$ cat config.mk
export PLATFORM = sky130hd
export DESIGN_NAME = toggle_event_decoder
export DESIGN_NICKNAME = d
export VERILOG_FILES = /design/src/rtl/toggle_event_decoder_pkg.sv /design/src/rtl/toggle_event_decoder_edge_detector.sv /design/src/rtl/toggle_event_decoder.sv
export SDC_FILE = /design/constraint.sdc
export NUM_CORES = 1
export LEC_CHECK = 0
export ABC_AREA = 1
export ABC_CLOCK_PERIOD_IN_PS = 2090
export CAP_MARGIN = 20
export CORE_AREA = 5 5 42 44
export DETAILED_ROUTE_END_ITERATION = 16
export DIE_AREA = 0 0 47 49
export PLACE_DENSITY = 0.73
export SKIP_LAST_GASP = 1
export SYNTH_ARGS = -nofsm -noshare
export SYNTH_HDL_FRONTEND = slang
export SYNTH_SLANG_ARGS = --single-unit
$ cat constraint.sdc
create_clock -name clock -period 2.09 [get_ports clock]
set_input_delay 0.209 -clock clock [delete_from_list [all_inputs] [get_ports clock]]
set_output_delay 0.209 -clock clock [all_outputs]
set_load 0.005 [all_outputs]
$ cat src/rtl/toggle_event_decoder_pkg.sv
// Shared types for the toggle event decoder: the per-edge counter operation.
// Optional overflow clear is enabled by TOGGLE_EVENT_DECODER_OVERFLOW_CLEAR_EN.
package toggle_event_decoder_pkg;

  typedef enum logic [1:0] {
    CNT_HOLD = 2'd0,
    CNT_INC  = 2'd1,
    CNT_DEC  = 2'd2,
    CNT_SAT  = 2'd3
  } count_op_e;

  // An increment that meets an accept cancels out, even at the maximum count.
  function automatic count_op_e count_op(input logic inc, input logic dec, input logic at_max);
    count_op_e op;
    op = CNT_HOLD;
    if (inc && !dec) begin
      op = at_max ? CNT_SAT : CNT_INC;
    end else if (dec && !inc) begin
      op = CNT_DEC;
    end
    return op;
  endfunction

endpackage

$ cat src/rtl/toggle_event_decoder_edge_detector.sv
// Samples the toggle level through SYNC_STAGES flops and emits a registered
// one-cycle pulse for every level transition seen at the end of the chain.
module toggle_edge_detector #(
  parameter int SYNC_STAGES = 2
) (
  input  logic clock,
  input  logic resetn,
  input  logic toggle,
  output logic detect,
  output logic event_pulse
);

  logic [SYNC_STAGES-1:0] sync_q;
  logic                   prev_level;

  assign detect = sync_q[SYNC_STAGES-1] ^ prev_level;

  always_ff @(posedge clock or negedge resetn) begin
    if (!resetn) begin
      sync_q      <= '0;
      prev_level  <= 1'b0;
      event_pulse <= 1'b0;
    end else begin
      sync_q[0] <= toggle;
      for (int i = 1; i < SYNC_STAGES; i++) begin
        sync_q[i] <= sync_q[i-1];
      end
      prev_level  <= sync_q[SYNC_STAGES-1];
      event_pulse <= detect;
    end
  end

endmodule

$ cat src/rtl/toggle_event_decoder.sv
// Toggle-encoded event receiver: edge detector plus a saturating pending-event
// counter drained by valid/ready. TOGGLE_EVENT_DECODER_OVERFLOW_CLEAR_EN adds overflow_clear.
module toggle_event_decoder
  import toggle_event_decoder_pkg::*;
#(
  parameter int SYNC_STAGES   = 2,
  parameter int COUNTER_WIDTH = 4
) (
  input  logic                     clock,
  input  logic                     resetn,
  input  logic                     toggle,
`ifdef TOGGLE_EVENT_DECODER_OVERFLOW_CLEAR_EN
  input  logic                     overflow_clear,
`endif
  output logic                     event_pulse,
  output logic                     event_valid,
  input  logic                     event_ready,
  output logic [COUNTER_WIDTH-1:0] pending_count,
  output logic                     overflow
);

  logic      detect;
  logic      accept;
  logic      at_max;
  logic      overflow_set;
  count_op_e op;

  toggle_edge_detector #(
    .SYNC_STAGES(SYNC_STAGES)
  ) u_edge (
    .clock      (clock),
    .resetn     (resetn),
    .toggle     (toggle),
    .detect     (detect),
    .event_pulse(event_pulse)
  );

  // Valid decodes only the count register, so ready never feeds back into it.
  assign event_valid  = (pending_count != '0);
  assign accept       = event_valid && event_ready;
  assign at_max       = (pending_count == {COUNTER_WIDTH{1'b1}});
  assign overflow_set = (op == CNT_SAT);

  always_comb begin
    op = CNT_HOLD;
    op = count_op(detect, accept, at_max);
  end

  always_ff @(posedge clock or negedge resetn) begin
    if (!resetn) begin
      pending_count <= '0;
    end else begin
      case (op)
        CNT_INC: pending_count <= pending_count + COUNTER_WIDTH'(1);
        CNT_DEC: pending_count <= pending_count - COUNTER_WIDTH'(1);
        default: pending_count <= pending_count;
      endcase
    end
  end

  // A saturating increment wins over a clear in the same cycle.
  always_ff @(posedge clock or negedge resetn) begin
    if (!resetn) begin
      overflow <= 1'b0;
    end else begin
`ifdef TOGGLE_EVENT_DECODER_OVERFLOW_CLEAR_EN
      overflow <= overflow_set | (overflow & ~overflow_clear);
`else
      overflow <= overflow_set | overflow;
`endif
    end
  end

endmodule
# [After elaboration in Yosys (flattened, before gate mapping)]
# Index checks and enable logic that the tools add are counted.
[word_totals] reg_bits=9 inputBits=4 output_inout_bits=7 word_cells=24
[classes] add_sub_neg=2 n_eq_ne=4 n_mux=4 bitwise=2 n_reduce_logical=7
[op_table] operator="$pmux 4 s2" count=1
[op_table] operator="$mux 2" count=3
[op_table] operator="$add 4x1->4 const B" count=1
[op_table] operator="$eq 2x2->1 const B" count=2
[op_table] operator="$eq 4x4->1 const B" count=1
[op_table] operator="$reduce_bool 4->1" count=1
[op_table] operator="$sub 4x1->4 const B" count=1
[op_table] operator="$logic_and 1x1->1" count=3
[op_table] operator="$eq 2x1->1 const B" count=1
[op_table] operator="$logic_not 1->1" count=2
[op_table] operator="$reduce_bool 2->1" count=1
[op_table] operator="$or 1x1->1" count=1
[op_table] operator="$xor 1x1->1" count=1

# [Depth between registers and ports, before layout]
[logic_depth] word_depth=7 mapped_depth=13 mapped_depth_nobuf=13

# [Hierarchy]
# A second synthesis with hierarchy kept.
[hier_totals] hier_cells=52 hier_area_um2=483.0
[modules_own_cells] mod="toggle_event_decoder" instances=1 cells_per_inst=43 area_each_um2=364.1 seq_area_each_um2=125.1
[modules_own_cells] mod="toggle_edge_detector" instances=1 cells_per_inst=9 area_each_um2=118.9 seq_area_each_um2=100.1

# [Worst setup path after synthesis]
# OpenSTA, ideal clock, no wires.
[synth_timing] path_type="register -> register" startpoint="register pending_count[1]" endpoint="register pending_count[3]" setup_ps=117 arrival_ps=1576 t_required_ps=1973 path_slack_ps=397 path_stages_with_launch=13 n_path_buf=0 period_less_slack_ps=1693 path_cell_list="dfrtp_1 > nor2_1 > nand2_2 > nand3_4 > inv_1 > ha_1 > nand3_1 > nand3_1 > inv_1 > nand2_2 > nand3_1 > nand2_1 > nand2_1"
[synth_via] elab_chain_len=7 elab_cells_between_ends=15 cone_classes="add/sub: 2; eq/ne: 3; mux: 4; reduce/logical: 6"
[synth_lines] element="start, declared" line="toggle_event_decoder.sv:18" source="output logic [COUNTER_WIDTH-1:0] pending_count,"
[synth_lines] element="start signal, assigned" line="toggle_event_decoder.sv:54" source="CNT_INC: pending_count <= pending_count + COUNTER_WIDTH'(1);"
[synth_lines] element="start signal, assigned" line="toggle_event_decoder.sv:55" source="CNT_DEC: pending_count <= pending_count - COUNTER_WIDTH'(1);"
[synth_lines] element="start signal, assigned" line="toggle_event_decoder.sv:56" source="default: pending_count <= pending_count;"
[synth_lines] element="$reduce_bool 4->1 *" line="toggle_event_decoder.sv:39" source="assign event_valid = (pending_count != '0);"
[synth_lines] element="via event_valid" line="toggle_event_decoder.sv:16" source="output logic event_valid,"
[synth_lines] element="$logic_and 1x1->1 *" line="toggle_event_decoder.sv:40" source="assign accept = event_valid && event_ready;"
[synth_lines] element="$logic_and 1x1->1 or $logic_not 1->1 (tied branches)" line="toggle_event_decoder_pkg.sv:18, toggle_event_decoder_pkg.sv:16"
[synth_lines] element="$mux 2 or $logic_and 1x1->1 (tied branches)" line="toggle_event_decoder_pkg.sv:18, toggle_event_decoder_pkg.sv:16"
[synth_lines] element="$mux 2 *" line="toggle_event_decoder_pkg.sv:16" source="if (inc && !dec) begin"
[synth_lines] element="$eq 2x2->1 or $eq 2x1->1 (tied branches)" line="toggle_event_decoder.sv:53" source="case (op)"
[synth_lines] element="$pmux 4 s2 or $reduce_bool 2->1 (tied branches)"
# Mark *: on every way through the listed nets, which the timed path passes. The rest lies on a longest branch.
# A chain may end at the register's enable or synchronous reset.

# [Worst setup path in the final report]
[layout_timing] startpoint="register pending_count[1]" endpoint="register pending_count[3]"
[layout_via] elab_chain_len=7 elab_cells_between_ends=15 cone_classes="add/sub: 2; eq/ne: 3; mux: 4; reduce/logical: 6"
[layout_lines] element="$reduce_bool 4->1" line="toggle_event_decoder.sv:39"
[layout_lines] element="$logic_and 1x1->1" line="toggle_event_decoder.sv:40"
[layout_lines] element="$logic_and 1x1->1 or $logic_not 1->1 (tied branches)" line="toggle_event_decoder_pkg.sv:18, toggle_event_decoder_pkg.sv:16"
[layout_lines] element="$mux 2 or $logic_and 1x1->1 (tied branches)" line="toggle_event_decoder_pkg.sv:18, toggle_event_decoder_pkg.sv:16"
[layout_lines] element="$mux 2" line="toggle_event_decoder_pkg.sv:16"
[layout_lines] element="$eq 2x2->1 or $eq 2x1->1 (tied branches)" line="toggle_event_decoder.sv:53"
[layout_lines] element="$pmux 4 s2 or $reduce_bool 2->1 (tied branches)"
# Parallel ways exist; a longest one is shown, timed or not.

==> flow_summary.toml <==
[outcome]
status = "complete, no violations"

[pwr]
p_leak_nw = 0.3133
ir_worst_vdd_v = 0.0005649
powerDensity_mw_per_mm2 = 1228
p_total_mw = 0.7775

[setup_path]
critPathMaxFanout = 6
r2r_start = "pending_count[1]$_DFFE_PN0P_"
reg2regPathDepth = 12
rrSetupSlack_ns = 0.24
worstPathRequired_ns = 2.24
worstSetupPathType = "register to register"
cp_common_cell = "nand3_1"
crit_path_max_incr_delay_ns = 0.44
slowest_stage = "dfrtp_1"
end_kind = "register"
r2r_end = "pending_count[3]$_DFFE_PN0P_"
crit_buf_inv = 2
arrival_ns = 1.99
cp_top_family = "simple AND/OR/NAND/NOR gates"
path_cells = "nor2_1, nand2_2, nand3_4, inv_1, ha_1, nand3_1, nand3_1, inv_1, nand2_2, nand3_1, nand2_1, nand2_1"
crit_path_start_kind = "register"

[grt]
grt_max_degree = 10
grtUsageTotal = 0.09687
grt_first_pass_wirelength_um = 1580
antenna_found_initial = 0
grt_pass1_vias = 378
grt_overflow = 0

[floorplanning]
pin_count = 11
initial_core_util = 0.3473
die_h_um = 49
coreArea_mm2 = 0.001401
die-width_um = 47
dieArea_mm2 = 0.002303
core.rowCount = 14

[sta]
fin_crit_sh = 0.8833
rsz0062_at_grt = "false"
setup_violations = 0
clock_skew_ns = 0.006267
worstMarginPinSlew_ns = 0.4049
period_minus_slack_ns = 1.846
hold_viol_final = 0
fmax_mhz = 541.7
setup_tns_ns = 0
timing.slew.headroom = 0.7292
slew_violations = 0

[detailed_routing]
viasPerCell = 4.561
route.detailed.drc = 0
routed_wl_um = 832
vias = 374
firstDrtPassIters = 2
drt-wirelength-per-cell_um = 10.15
ant_nets = 0
drtIter0Drc = 3

[finish]
seqCellArea_um2 = 225.2
diodes = 0
fin_nets = 75
nFillCells = 149
drive_above_1_share = 0.1515
multi_input_area_um2 = 216.5
area_growth_pct = 30.08

[clock_tree]
clkSinkCount = 9
htree_levels = 1
hold_buffers = 0
cts_buffers = 3
cts_resized = 0
clockBufferDepth = 2
insertion_delay_ns = 0.26
post_cts_buffers = 0
clkTransAtPathRegs_ns = 0.06
root_buffer = "clkbuf_4"
cts_tree = "built"

[synth]
yosys_warnings = 0
ys.flop_type = "dfrtp_1"
synth_nets = 60
async_flop_share = 1.000
synth_top_area_cell = "dfrtp_1"
synth_most_common_cell = "inv_1"
synth_area_leaders = "dfrtp_1 46%, inv_1 9.3%, ha_1 7.7%, nand2_1 5.4%, fa_1 4.1%"
synthTopCellsByCount = "12 x inv_1, 9 x dfrtp_1, 7 x nand2_1"
synth_edf_count = 0
yosysSeqAreaShare = 0.4627
synth.avg_cell_area_um2 = 9.360
yosys.cell_types.count = 17
syn_inst = 52
syn_area_um2 = 486.7
synth_top_area_share = 0.4627
ys_seq_elements = 9

[flow_run]
drv_cap = 0

[placement]
hpwl_um = 677.1
numPortBuffers = 10
routabilityCongestion = 0.6824

[worst_hold_path]
min_path_type = "primary input to async pin"
==> worst max-delay path by stage <==
| stage | slack (ns) | startpoint | cells after the start | end |
|---|---|---|---|---|
| after floorplan | 0.40 | pending_count[1]$_DFFE_PN0P_ | 12 | pending_count[3]$_DFFE_PN0P_ |
| after CTS | 0.23 | pending_count[1]$_DFFE_PN0P_ | 12 | pending_count[3]$_DFFE_PN0P_ |
| final | 0.24 | pending_count[1]$_DFFE_PN0P_ | 12 | pending_count[3]$_DFFE_PN0P_ |
| after detailed placement | 0.25 | event_ready | 11 | pending_count[3]$_DFFE_PN0P_ |
| after global placement | 0.28 | event_ready | 9 | pending_count[2]$_DFFE_PN0P_ |
| after global routing | 0.08 | pending_count[0]$_DFFE_PN0P_ | 12 | pending_count[3]$_DFFE_PN0P_ |
==> area by class of cell <==
class,instances,area share
Clock buffer,4,0.04150
Inverter,12,0.07115
Multi-Input combinational cell,31,0.3419
Sequential cell,9,0.3557
Tap cell,16,0.03162
Timing Repair Buffer,10,0.1581
==> layer usage <==
layer  global-route usage  vias up  share of wire
met5                    0        -              0
met4              0.04147        0          0.016
met3              0.04797        2          0.060
met2               0.1357        9           0.49
met1               0.1230      171           0.44
li1                     -      192              -
==> per-stage QoR <==
step / area (um2) / hold slack, ns / setup WS, ns / utilization / instances
after floorplan: 486.7 / -0.08659 / 0.3967 / - / 52
after global placement: 606.8 / 0.3330 / 0.2784 / 0.4330 / 78
after detailed placement: 606.8 / 0.3355 / 0.2499 / 0.4330 / 78
after CTS: 633.1 / 0.2477 / 0.2339 / 0.4518 / 82
after global routing: 633.1 / 0.2678 / 0.08253 / 0.4518 / 82
final: 633.1 / 0.2446 / 0.2439 / 0.4518 / 82
==> flip-flops by register name, indices dropped and copies added, names as in the netlist <==
register,count
overflow,1
u_edge.prev_level,1
u_edge.event_pulse,1
pending_count,4
u_edge.sync_q,2
==> cells in the final DEF, fill, tap and decap left out, types with 2 or more instances in the layout <==
master,count
nand4_1,2
nand3_1,4
clkdlybuf4s50_1,10
clkbuf_4,3
inv_1,12
o21ai_0,2
nand2_2,3
dfrtp_1,9
ha_1,3
xor2_1,2
nand2_1,7
==> worst register-to-register path: stages (launching register included) <==
cell and delay (ns):
dfrtp_1 0.44, nor2_1 0.19, nand2_2 0.10, nand3_4 0.11
inv_1 0.07, ha_1 0.32, nand3_1 0.09, nand3_1 0.10
inv_1 0.05, nand2_2 0.06, nand3_1 0.08, nand2_1 0.07
nand2_1 0.04
==> report_power, final <==
part           switching, mW  internal [mW]  total, mW  leakage [nW]
Sequential            0.0689          0.223      0.291         0.104
Combinational          0.167          0.189      0.355         0.195
Clock                 0.0573         0.0733      0.131        0.0150
Total                  0.293          0.485      0.777         0.313
==> cells by family after synthesis <==
group / Yosys count / share of synthesized area
buffers and inverters: 12 / 0.09254
xor gates and xnor gates: 2 / 0.03600
DFF: 9 / 0.4627
adders and majority gates: 4 / 0.1183
AOI/OAI and AO/OA: 4 / 0.04884
and+or+nand+nor: 21 / 0.2417
Note: power is estimated with default switching activity, not from simulation.
